<file path="config.mk">
export PLATFORM = sky130hd
export DESIGN_NAME = pipeline_hazard_ctrl
export DESIGN_NICKNAME = d
export VERILOG_FILES = /design/src/rtl/pipeline_hazard_ctrl.sv
export SDC_FILE = /design/constraint.sdc
export NUM_CORES = 1
export LEC_CHECK = 0
export BUFFER_PORTS_ARGS = -buffer_cell sky130_fd_sc_hd__buf_2
export CAP_MARGIN = 20
export CORE_MARGIN = 2
export CORE_UTILIZATION = 51
export DETAILED_ROUTE_END_ITERATION = 8
export PLACE_DENSITY = 0.82
export RECOVER_POWER = 25
export SYNTH_ARGS = -nofsm -noshare
export SYNTH_HDL_FRONTEND = slang
export SYNTH_SLANG_ARGS = --single-unit
</file>
<file path="constraint.sdc">
create_clock -name Clk -period 2.9 [get_ports Clk]
set_input_delay 0 -clock Clk [delete_from_list [all_inputs] [get_ports Clk]]
set_output_delay 0 -clock Clk [all_outputs]
set_load 0.02 [all_outputs]
</file>
<file path="src/rtl/pipeline_hazard_ctrl.sv">
// Hazard/forwarding controller and MDU sequencer for the five-stage MIPS pipeline.
// Optional stall statistics (STALL_COUNT, BUBBLE_LD) are built when HAZ_STATS_EN is defined.
module phc_fwd_lane (
  input  logic       uses,
  input  logic [4:0] src,
  input  logic       ex_fwd_ok,
  input  logic [4:0] ex_reg,
  input  logic       mem_rf,
  input  logic [4:0] mem_reg,
  input  logic       wb_rf,
  input  logic [4:0] wb_reg,
  output logic [1:0] sel
);
  always_comb begin
    sel = 2'b00;
    if (uses && src != 5'd0) begin
      if (ex_fwd_ok && ex_reg == src)      sel = 2'b01;
      else if (mem_rf && mem_reg == src)   sel = 2'b10;
      else if (wb_rf && wb_reg == src)     sel = 2'b11;
    end
  end
endmodule

module pipeline_hazard_ctrl #(
  parameter int unsigned MULT_CYCLES = 4,
  parameter int unsigned DIV_CYCLES  = 32
) (
  input  logic        Clk,
  input  logic        Reset,
  input  logic [4:0]  ID_RS,
  input  logic [4:0]  ID_RT,
  input  logic        ID_USES_RS,
  input  logic        ID_USES_RT,
  input  logic        ID_MDU_START,
  input  logic        ID_MDU_DIV,
  input  logic        ID_READS_HILO,
  input  logic        EX_LOAD_INSTR,
  input  logic        EX_RF_ENABLE,
  input  logic [4:0]  EX_REG,
  input  logic        MEM_RF_ENABLE,
  input  logic [4:0]  MEM_REG,
  input  logic        WB_RF_ENABLE,
  input  logic [4:0]  WB_REG,
  output logic        PC_LE,
  output logic        IF_ID_LE,
  output logic        ID_EX_BUBBLE,
  output logic [1:0]  MX1_SEL,
  output logic [1:0]  MX2_SEL,
  output logic        MDU_BUSY,
  output logic        MDU_DONE,
`ifdef HAZ_STATS_EN
  output logic [31:0] STALL_COUNT,
  output logic [31:0] BUBBLE_LD,
`endif
  output logic        STATE
);
  localparam int NUM_LANES = 2;
  localparam logic [7:0] MUL_LD = 8'(MULT_CYCLES - 1);
  localparam logic [7:0] DIV_LD = 8'(DIV_CYCLES - 1);

  typedef enum logic {RUN = 1'b0, MDU_WAIT = 1'b1} state_t;

  state_t state, state_nxt, st_eff;
  logic [7:0] cnt, cnt_nxt;
  logic ld_stall, mdu_stall, stall;

  logic [NUM_LANES-1:0]       uses;
  logic [NUM_LANES-1:0][4:0]  src;
  logic [NUM_LANES-1:0][1:0]  sel;

  assign uses = {ID_USES_RT, ID_USES_RS};
  assign src  = {ID_RT, ID_RS};

  // A load still in EX has no data yet; its consumers get a stall instead.
  generate
    for (genvar l = 0; l < NUM_LANES; l++) begin : g_lane
      phc_fwd_lane u_lane (
        .uses      (uses[l]),
        .src       (src[l]),
        .ex_fwd_ok (EX_RF_ENABLE && !EX_LOAD_INSTR),
        .ex_reg    (EX_REG),
        .mem_rf    (MEM_RF_ENABLE),
        .mem_reg   (MEM_REG),
        .wb_rf     (WB_RF_ENABLE),
        .wb_reg    (WB_REG),
        .sel       (sel[l])
      );
    end
  endgenerate

  assign MX1_SEL = sel[0];
  assign MX2_SEL = sel[1];

  // While reset is held the controller behaves as if already in RUN.
  assign st_eff = Reset ? state : RUN;

  assign ld_stall  = EX_LOAD_INSTR && EX_RF_ENABLE && (EX_REG != 5'd0) &&
                     ((ID_USES_RS && ID_RS == EX_REG) || (ID_USES_RT && ID_RT == EX_REG));
  assign mdu_stall = (st_eff == MDU_WAIT) && (ID_MDU_START || ID_READS_HILO);
  assign stall     = ld_stall || mdu_stall;

  assign PC_LE        = !stall;
  assign IF_ID_LE     = !stall;
  assign ID_EX_BUBBLE = stall;
  assign STATE        = st_eff;

  always_comb begin
    state_nxt = st_eff;
    cnt_nxt   = cnt;
    MDU_BUSY  = 1'b0;
    MDU_DONE  = 1'b0;
    case (st_eff)
      RUN: begin
        if (ID_MDU_START && !ld_stall) begin
          state_nxt = MDU_WAIT;
          cnt_nxt   = ID_MDU_DIV ? DIV_LD : MUL_LD;
        end
      end
      MDU_WAIT: begin
        MDU_BUSY = 1'b1;
        if (cnt != 8'd0) cnt_nxt = cnt - 8'd1;
        else begin
          MDU_DONE  = 1'b1;
          state_nxt = RUN;
        end
      end
      default: state_nxt = RUN;
    endcase
  end

  always_ff @(posedge Clk) begin
    if (!Reset) begin
      state <= RUN;
      cnt   <= 8'd0;
    end else begin
      state <= state_nxt;
      cnt   <= cnt_nxt;
    end
  end

`ifdef HAZ_STATS_EN
  always_ff @(posedge Clk) begin
    if (!Reset) begin
      STALL_COUNT <= 32'd0;
      BUBBLE_LD   <= 32'd0;
    end else begin
      if (stall && STALL_COUNT != 32'hFFFF_FFFF)  STALL_COUNT <= STALL_COUNT + 32'd1;
      if (ld_stall && BUBBLE_LD != 32'hFFFF_FFFF) BUBBLE_LD   <= BUBBLE_LD + 32'd1;
    end
  end
`endif
endmodule

</file>
==> summary.md, run 1 <==
| Metric | Value |
|---|---|
| Status | completed |
| XOR/XNOR Fraction of Synth Area | 0.246 |
| Via count | 1193 |
| Distinct cell type count after synthesis | 41 |
| Max Root-Sink Buffers | 2 |
| Total Die Area | 2470 sq um |
| Synth top area share | 0.169 |
| Routed WL | 2.82 mm |
| Die Y | 49.7 microns |
| Final Net Count | 222 |
| Cell area after synthesis | 1070 sq um |
| Worst vdd rail ir drop | 266 uV |
| Worst skew pair latency | 260 ps |
| CP Capture Type | register |
| Count leader, synth | xor2_1 |
| ANT cells | 0 |
| Fmax | 562 MHz |
| LEAKAGE | 0.567 nW |
| Inst Count DP | 206 |
| Worst Tran Pin Value | 410 ps |
| Fin crit share | 0.614 |
| Post_cts resized | 0 |
| RSZ-0062 raised after global routing | false |
| Synthesized flop and latch total | 9 |
| Synth area leaders | dfxtp_1 17%, xor2_1 13%, xnor2_1 11% |
| Number of hold buffers added after CTS | 0 |
| Number of global-route vias before repair | 1127 |
| Core area | 1960 sq um |
| Per-cell routed wire length | 13.4 microns |
| CTS tree | built |
| Die width | 49.7 microns |
| # port buffers | 45 |
| Number of flops mapped to enable cells by yosys | 0 |
| Area Overhead vs Synth | 24.5% |
| Mapped Avg Cell Area | 7.79 sq um |
| Fin crit period | 1780 ps |
| GPL Wtd Cong | 0.913 |
| Drt initial violations | 50 |
| I/O pin cnt | 46 |
| Post-DR vias/cell | 5.68 |
| Simple-gate share of the synthesized area | 0.301 |
| Setup Buffers After CTS | 0 |
| Final setup viols | 0 |
| CTS Root Cell | clkbuf_4 |
| Total Power | 0.465 mW |
| Setup crit start kind | register |
| CP required | 3040 ps |
| Share of cells above drive strength 1 | 0.273 |
| Relative max-transition margin | 0.724 |
| Sink Count | 9 |
| Initial Util | 0.544 |
| Drt first pass iters | 4 |
| Initial antenna violation count | 0 |
| Synth cell count leaders | 16 x xor2_1, 14 x xnor2_1, 11 x nand2_1, 9 x dfxtp_1, 8 x nand3_1 |
| CTS H-tree depth | 1 |
| Post-synthesis sequential area ratio | 0.169 |
| Largest area contributor in the netlist | dfxtp_1 |
| Cts bufs inserted | 3 |
| Num rows | 16 |
| Post-synthesis mux area share | 0.00938 |
| Detail Placement HPWL | 2.37 mm |
| Syn Nets | 175 |
| Layout Cells excl Fill | 210 |
| Critical path fanouts, max | 5 |
| Final slew viol count | 0 |
| Most common flop cell mapped by yosys | dfxtp_1 |
| Gr usage total | 0.244 |
| Hold Vio Cnt, Final | 0 |
| Pre-CTS setup slack | 1160 ps |
| Syn Inst Count | 137 |
| Gr ovfl total | 0 |
| DR DRC count | 0 |
| Wire length of the first global-routing pass | 4.84 mm |
| DRT antenna net count | 0 |
| Post-synthesis adder-cell area fraction | 0.0234 |
| Yosys warns | 0 |
| Final WS setup | 1120 ps |
| Tightest Hold Check Type | input port to register |
| Pwr/cell area | 350 nW/um^2 |
| Ys async rst share | 0 |
| Setup TNS | 0 ps |
| Worst clock skew | 0.816 ps |
| Largest net degree at the start of global routing | 12 |
| Crit path arrival time | 1920 ps |
| Clk pin slew, worst setup/hold paths | 60 ps |
| Largest family of logic cells by synthesized area | simple AND/OR/NAND/NOR gates |
| Critical path class | register to register |
| Max_cap viols | 0 |
| Compound-Gate Fraction of Synth Area | 0.212 |
[layout make-up]
type / instances / area [sq um]
inverter: 6 / 22.5
timing repair buffer: 45 / 220
multi-input combinational: 119 / 846
sequential: 9 / 180
clock buffer: 4 / 26.3
fill: 183 / 633
tap: 27 / 33.8
[cells in the final DEF (no fill, tap or decap), drive strengths merged, types with 3 or more instances in the layout]
master	instances
buf	41
xor2	16
xnor2	14
nand2	11
dfxtp	9
nand3	8
clkbuf	8
nor2	7
inv	6
nor3	6
a21oi	6
nor4	6
o21ai	5
nand2b	5
and3	4
nor2b	3
[stage by stage]
| step | cell area, sq um | util | hold slack (ps) |
|---|---|---|---|
| finish | 1330 | 0.677 | 23.0 |
| global route | 1330 | 0.677 | 31.3 |
| CTS | 1330 | 0.680 | 18.7 |
| detailed placement | 1310 | 0.666 | 294 |
| global placement | 1310 | 0.666 | 296 |
| floorplan | 1070 | - | 133 |
[sequential cells by signal, summed over array words and instances, names as in the netlist]
signal  cells
cnt         8
state       1
[where the power goes]
| group | internal, mW | switching, mW |
|---|---|---|
| Sequential | 0.138 | 0.0183 |
| Clock | 0.0529 | 0.0423 |
| Combinational | 0.0961 | 0.117 |
[final timing paths]
kind                  startpoint             endpoint  slack, ps  depth (start not counted)
max          cnt[0]$_SDFFE_PN0P_  cnt[3]$_SDFFE_PN0P_       1120                          7
min                        Reset  cnt[5]$_SDFFE_PN0P_         20                          2
max reg2reg  cnt[0]$_SDFFE_PN0P_  cnt[3]$_SDFFE_PN0P_       1120                          7
min reg2reg  cnt[7]$_SDFFE_PN0P_  cnt[7]$_SDFFE_PN0P_        540                          2
[cell families after synthesis]
| logic type | after synthesis |
|---|---|
| AOI/OAI and AO/OA | 28 |
| adders and majority gates | 2 |
| DFF | 9 |
| muxes | 1 |
| and+or+nand+nor | 58 |
| xor gates and xnor gates | 30 |
| buffers and inverters | 9 |
[critical path, stage by stage (launching register included)]
cell,delay [ps]
dfxtp_1,320
inv_1,110
ha_1,180
nor3b_1,260
nand2_1,170
and2_1,240
o22ai_4,250
o32ai_1,120
[layer usage]
layer,vias to the layer above,GRT usage,share of wire
met3,4,0.0303,0.069
met1,548,0.297,0.41
met5,-,0,0
met4,0,0.0694,0.0067
li1,588,-,-
met2,53,0.444,0.51
(Power assumes the default switching activity.)
==> inputs of run 2 (changes only) <==
--- a/config.mk
+++ b/config.mk
@@ -8,9 +8,9 @@
 export BUFFER_PORTS_ARGS = -buffer_cell sky130_fd_sc_hd__buf_2
 export CAP_MARGIN = 20
 export CORE_MARGIN = 2
-export CORE_UTILIZATION = 51
+export CORE_UTILIZATION = 43
 export DETAILED_ROUTE_END_ITERATION = 8
-export PLACE_DENSITY = 0.82
+export PLACE_DENSITY = 0.73
 export RECOVER_POWER = 25
 export SYNTH_ARGS = -nofsm -noshare
 export SYNTH_HDL_FRONTEND = slang
==> constraint.sdc (replaced) <==
create_clock -name Clk -period 1.5 [get_ports Clk]
set_input_delay 0 -clock Clk [delete_from_list [all_inputs] [get_ports Clk]]
set_output_delay 0 -clock Clk [all_outputs]
set_load 0.02 [all_outputs]
==> run 2 against run 1 <==
Against the previous run:
- the flow now finishes with violations (negative setup slack)
- largest power group unchanged
- critical endpoint is now cnt[6]$_SDFFE_PN0P_
- die area is 17% higher
- sequential cell count did not move
- final cell count rose by 12%
- via count grew 9.2%
- largest cell class unchanged
- first-iteration DRC count shrank 48%
- register-to-register slack got worse by 1200 ps
- routed wire length grew 21%
- power increased by 150%
- cell area rose by 20%
==> summary.md, run 2 (synthesized netlist as in run 1, its figures left out) <==
| Metric | Value |
|---|---|
| P_sw | 0.442 mW |
| Hold_ws | 19.4 ps |
| Fin crit period | 1550 ps |
| Post-DR vias/cell | 5.54 |
| Hold Vio Cnt, Final | 0 |
| Design Area, Final | 1600 sq um |
| Failing checks | negative setup slack |
| Final slew viol count | 0 |
| Routed WL | 3.42 mm |
| Num rows | 18 |
| Area Overhead vs Synth | 49.5% |
| # port buffers | 45 |
| DR DRC count | 0 |
| LEAKAGE | 0.702 nW |
| Worst skew pair latency | 270 ps |
| Via count | 1303 |
| Final setup viols | 8 |
| Placed Area | 1440 sq um |
| Max Root-Sink Buffers | 2 |
| Pwr/cell area | 717 nW/um^2 |
| Die Y | 53.8 microns |
| CTS H-tree depth | 1 |
| Gr usage total | 0.237 |
| Worst vdd rail ir drop | 702 uV |
| Drt first pass iters | 4 |
| Sw Share | 0.387 |
| Clk pin slew, worst setup/hold paths | 70 ps |
| Clock power frac | 0.179 |
| Wire length of the first global-routing pass | 4.98 mm |
| Initial antenna violation count | 0 |
| Max_cap viols | 0 |
| Biggest regs | cnt (8), state (1) |
| Layout Cells excl Fill | 235 |
| Final core occ | 0.662 |
| Final Net Count | 244 |
| CTS tree | built |
| Number of global-route vias before repair | 1179 |
| DRT antenna net count | 0 |
| Drt initial violations | 26 |
| Total Die Area | 2900 sq um |
| CP required | 1650 ps |
| Inst Count DP | 225 |
| Share of cells above drive strength 1 | 0.434 |
| Sink Count | 9 |
| GPL Wtd Cong | 0.927 |
| Per-cell routed wire length | 14.6 microns |
| Seq pwr share | 0.266 |
| RSZ-0062 raised after global routing | true |
| Tightest Hold Check Type | input port to register |
| ANT cells | 0 |
| Largest net degree at the start of global routing | 12 |
| Die width | 53.8 microns |
| Max reg flops | 8 |
| Final WS setup | -47.1 ps |
| Setup TNS | -209 ps |
| Critical path fanouts, max | 3 |
| Worst Tran Pin Value | 420 ps |
| Total Power | 1.14 mW |
| CTS Root Cell | clkbuf_4 |
| Core area | 2410 sq um |
| Fin crit share | 1.03 |
| Relative max-transition margin | 0.720 |
| Pre-CTS setup slack | -202 ps |
| Commonest cells after routing, fill and taps aside | 42 x buf_2, 22 x buf_4, 16 x xor2_1 |
| Gr ovfl total | 0 |
| Most common cell after layout, fill and taps aside | buf_2 |
| Fmax | 646 MHz |
| Initial Util | 0.443 |
| I/O pin cnt | 46 |
| Status | complete, but fails checks |
| Internal | 0.701 mW |
| CP Capture Type | register |
| Crit path arrival time | 1690 ps |
| Setup crit start kind | register |
| Critical path class | register to register |
| Worst clock skew | 6.03 ps |
| Largest Register | cnt |
| Cts bufs inserted | 3 |
| Comb pwr share | 0.555 |
| Detail Placement HPWL | 2.61 mm |
-- run 2: cell types whose count changed in the layout (fill, tap and decap cells not counted), sizes merged --
cell,before,now
clkbuf,8,6
buf,41,65
-- run 2: cell type report --
cell class	count	area (sq um)
fill	207	815
timing repair buffer	67	394
inverter	6	22.5
tap	30	37.5
sequential	9	183
multi-input combinational	119	932
clock buffer	4	26.3
-- run 2: timing repair --
| action | 4_1_cts | 5_1_grt |
|---|---|---|
| hold buffers | 0 | 0 |
| pin swaps | 4 | 2 |
| endpoints found under the setup margin | 8 | 10 |
| gates resized for setup | 14 | 7 |
| setup buffers | 4 | 2 |
-- run 2: worst paths after layout --
kind                                     startpoint                   to  slack [ps]  cells after the start
worst min-delay path                          Reset  cnt[5]$_SDFFE_PN0P_          20                      2
worst min register to register  cnt[1]$_SDFFE_PN0P_  cnt[1]$_SDFFE_PN0P_         620                      3
worst max-delay path            cnt[0]$_SDFFE_PN0P_  cnt[6]$_SDFFE_PN0P_         -50                      8
worst max register to register  cnt[0]$_SDFFE_PN0P_  cnt[6]$_SDFFE_PN0P_         -50                      8
-- run 2: critical path, stage by stage (launching register included) --
cell and delay (ps):
dfxtp_2 330, inv_2 80, buf_4 110, ha_2 170
nand3b_1 130, nor4_2 200, mux2i_1 220, o21a_1 140
nor3_1 40
-- run 2: power groups by stage --
stage	Clock, mW	Combinational, mW	Sequential [mW]
global placement	0	0.503	0.295
detailed placement	0	0.518	0.297
floorplan	0	0.290	0.294
finish	0.205	0.635	0.304
global route	0.208	0.685	0.306
CTS	0.198	0.590	0.298
-- run 2: layer usage --
| metal | vias up | track usage | wire, microns |
|---|---|---|---|
| met4 | 0 | 0.0812 | 75 |
| met3 | 10 | 0.0389 | 214 |
| met1 | 610 | 0.256 | 1340 |
| met2 | 47 | 0.457 | 1790 |
| met5 | - | 0 | 0 |
| li1 | 636 | - | - |
==> inputs of run 3 (changes only) <==
--- a/config.mk
+++ b/config.mk
@@ -7,8 +7,11 @@
 export LEC_CHECK = 0
 export BUFFER_PORTS_ARGS = -buffer_cell sky130_fd_sc_hd__buf_2
 export CAP_MARGIN = 20
+export CELL_PAD_IN_SITES_DETAIL_PLACEMENT = 1
+export CELL_PAD_IN_SITES_GLOBAL_PLACEMENT = 1
+export CORE_ASPECT_RATIO = 1.1
 export CORE_MARGIN = 2
-export CORE_UTILIZATION = 43
+export CORE_UTILIZATION = 30
 export DETAILED_ROUTE_END_ITERATION = 8
 export PLACE_DENSITY = 0.73
 export RECOVER_POWER = 25
==> run 3 against run 2 <==
Against the previous run:
- final cell count up 8.9%
- sequential cell count unchanged
- the run still ends with negative setup slack left
- die area up 40%
- highest routed layer unchanged
- via count up 2.1%
- sequential power about the same
- sequential share of layout area down 0.37 points
==> summary.md, run 3 (synthesized netlist as in run 1, its figures left out) <==
| Metric | Value |
|---|---|
| Via count | 1330 |
| Tightest Hold Check Type | input port to register |
| Cts bufs inserted | 3 |
| Gr ovfl total | 0 |
| Max Root-Sink Buffers | 2 |
| Met1 Track Usage GR | 0.229 |
| Most common cell after layout, fill and taps aside | buf_2 |
| Commonest cells after routing, fill and taps aside | 42 x buf_2, 26 x buf_4, 16 x xor2_1 |
| Core area | 3360 sq um |
| Worst vdd rail ir drop | 460 uV |
| Fillers | 464 |
| Num rows | 22 |
| Design Area, Final | 1650 sq um |
| Pwr/cell area | 717 nW/um^2 |
| Setup crit start kind | register |
| GR Layer Usage met2 | 0.452 |
| Drt first pass iters | 4 |
| # port buffers | 45 |
| CTS Root Cell | clkbuf_4 |
| Clk pin slew, worst setup/hold paths | 60 ps |
| CP required | 1650 ps |
| ANT cells | 0 |
| Die Y | 66.6 microns |
| Largest net degree at the start of global routing | 11 |
| Hold Vio Cnt, Final | 0 |
| Critical path class | register to register |
| Fin crit period | 1570 ps |
| Status | complete, but fails checks |
| CTS tree | built |
| Number of global-route vias before repair | 1482 |
| Final Net Count | 247 |
| Largest Register | cnt |
| GPL Wtd Cong | 0.961 |
| CP Capture Type | register |
| Gr usage total | 0.227 |
| LEAKAGE | 0.724 nW |
| Critical path fanouts, max | 5 |
| GRT Max-Usage Layer | met2 |
| Detail Placement HPWL | 3.40 mm |
| Total Power | 1.18 mW |
| GR Util met3 | 0.0117 |
| I/O pin cnt | 46 |
| Final slew viol count | 0 |
| Setup TNS | -233 ps |
| Post-DR vias/cell | 5.20 |
| Area Overhead vs Synth | 54.5% |
| Final WS setup | -70.6 ps |
| Wire length of the first global-routing pass | 6.78 mm |
| Per-cell routed wire length | 16.4 microns |
| Initial Util | 0.318 |
| Footprint of the multi-input gates | 940 sq um |
| Fmax | 637 MHz |
| Initial antenna violation count | 0 |
| Final setup viols | 5 |
| Total Die Area | 4050 sq um |
| Layout Cells excl Fill | 256 |
| Seq. cell area | 183 sq um |
| Crit path arrival time | 1720 ps |
| Biggest regs | cnt (8), state (1) |
| Failing checks | negative setup slack |
| Fin crit share | 1.05 |
| CTS H-tree depth | 1 |
| Worst clock skew | 2.86 ps |
| Sink Count | 9 |
| Worst skew pair latency | 280 ps |
| Relative max-transition margin | 0.775 |
| Placed Area | 1490 sq um |
| RSZ-0062 raised after global routing | true |
| Drt initial violations | 43 |
| Final core occ | 0.491 |
| Worst Tran Pin Value | 337 ps |
| Inst Count DP | 246 |
| Hold_ws | 21.8 ps |
| DRT antenna net count | 0 |
| Share of cells above drive strength 1 | 0.442 |
| Max_cap viols | 0 |
| Die width | 60.9 microns |
| Routed WL | 4.20 mm |
| Pre-CTS setup slack | -174 ps |
| DR DRC count | 0 |
| Max reg flops | 8 |
-- run 3: area by class of cell --
type,count,share of cell area
well taps,48,0.0364
clock buffers,4,0.0159
repair buffers,70,0.250
inverters,6,0.0167
flip-flops and latches,9,0.111
multi-input cells,119,0.570
-- run 3: per-layer routing --
layer,wire (microns),share of wire,vias up
met1,1570,0.37,640
li1,-,-,639
met3,140,0.033,12
met2,2370,0.56,39
met4,119,0.028,0
met5,0,0,-
-- run 3: worst max-delay path: stages (launching register included) --
cell and delay [ps]:
dfxtp_2 340, inv_4 80, ha_4 140, nor3b_4 220, nand2_2 130, and2_4 180
o22ai_4 240, o32ai_2 120
-- run 3: power by group --
group / internal, mW / leakage (nW) / switching [mW] / total [mW]
combinational: 0.348 / 0.635 / 0.330 / 0.678
sequential: 0.269 / 0.0745 / 0.0332 / 0.302
clock: 0.103 / 0.0150 / 0.100 / 0.203
-- run 3: what timing repair did --
action                     CTS  global route
setup buffers                4             2
pin swaps                    5             3
setup endpoints to repair    8             9
resized for setup           19             2
hold buffers                 0             0
hold endpoints to repair     0             0
-- run 3: worst paths after layout --
check                 startpoint             endpoint  slack, ps  cells after the start
max          cnt[1]$_SDFFE_PN0P_  cnt[4]$_SDFFE_PN0P_        -70                      7
min                        Reset  cnt[5]$_SDFFE_PN0P_         20                      2
max reg2reg  cnt[1]$_SDFFE_PN0P_  cnt[4]$_SDFFE_PN0P_        -70                      7
min reg2reg  cnt[0]$_SDFFE_PN0P_  cnt[1]$_SDFFE_PN0P_        620                      3
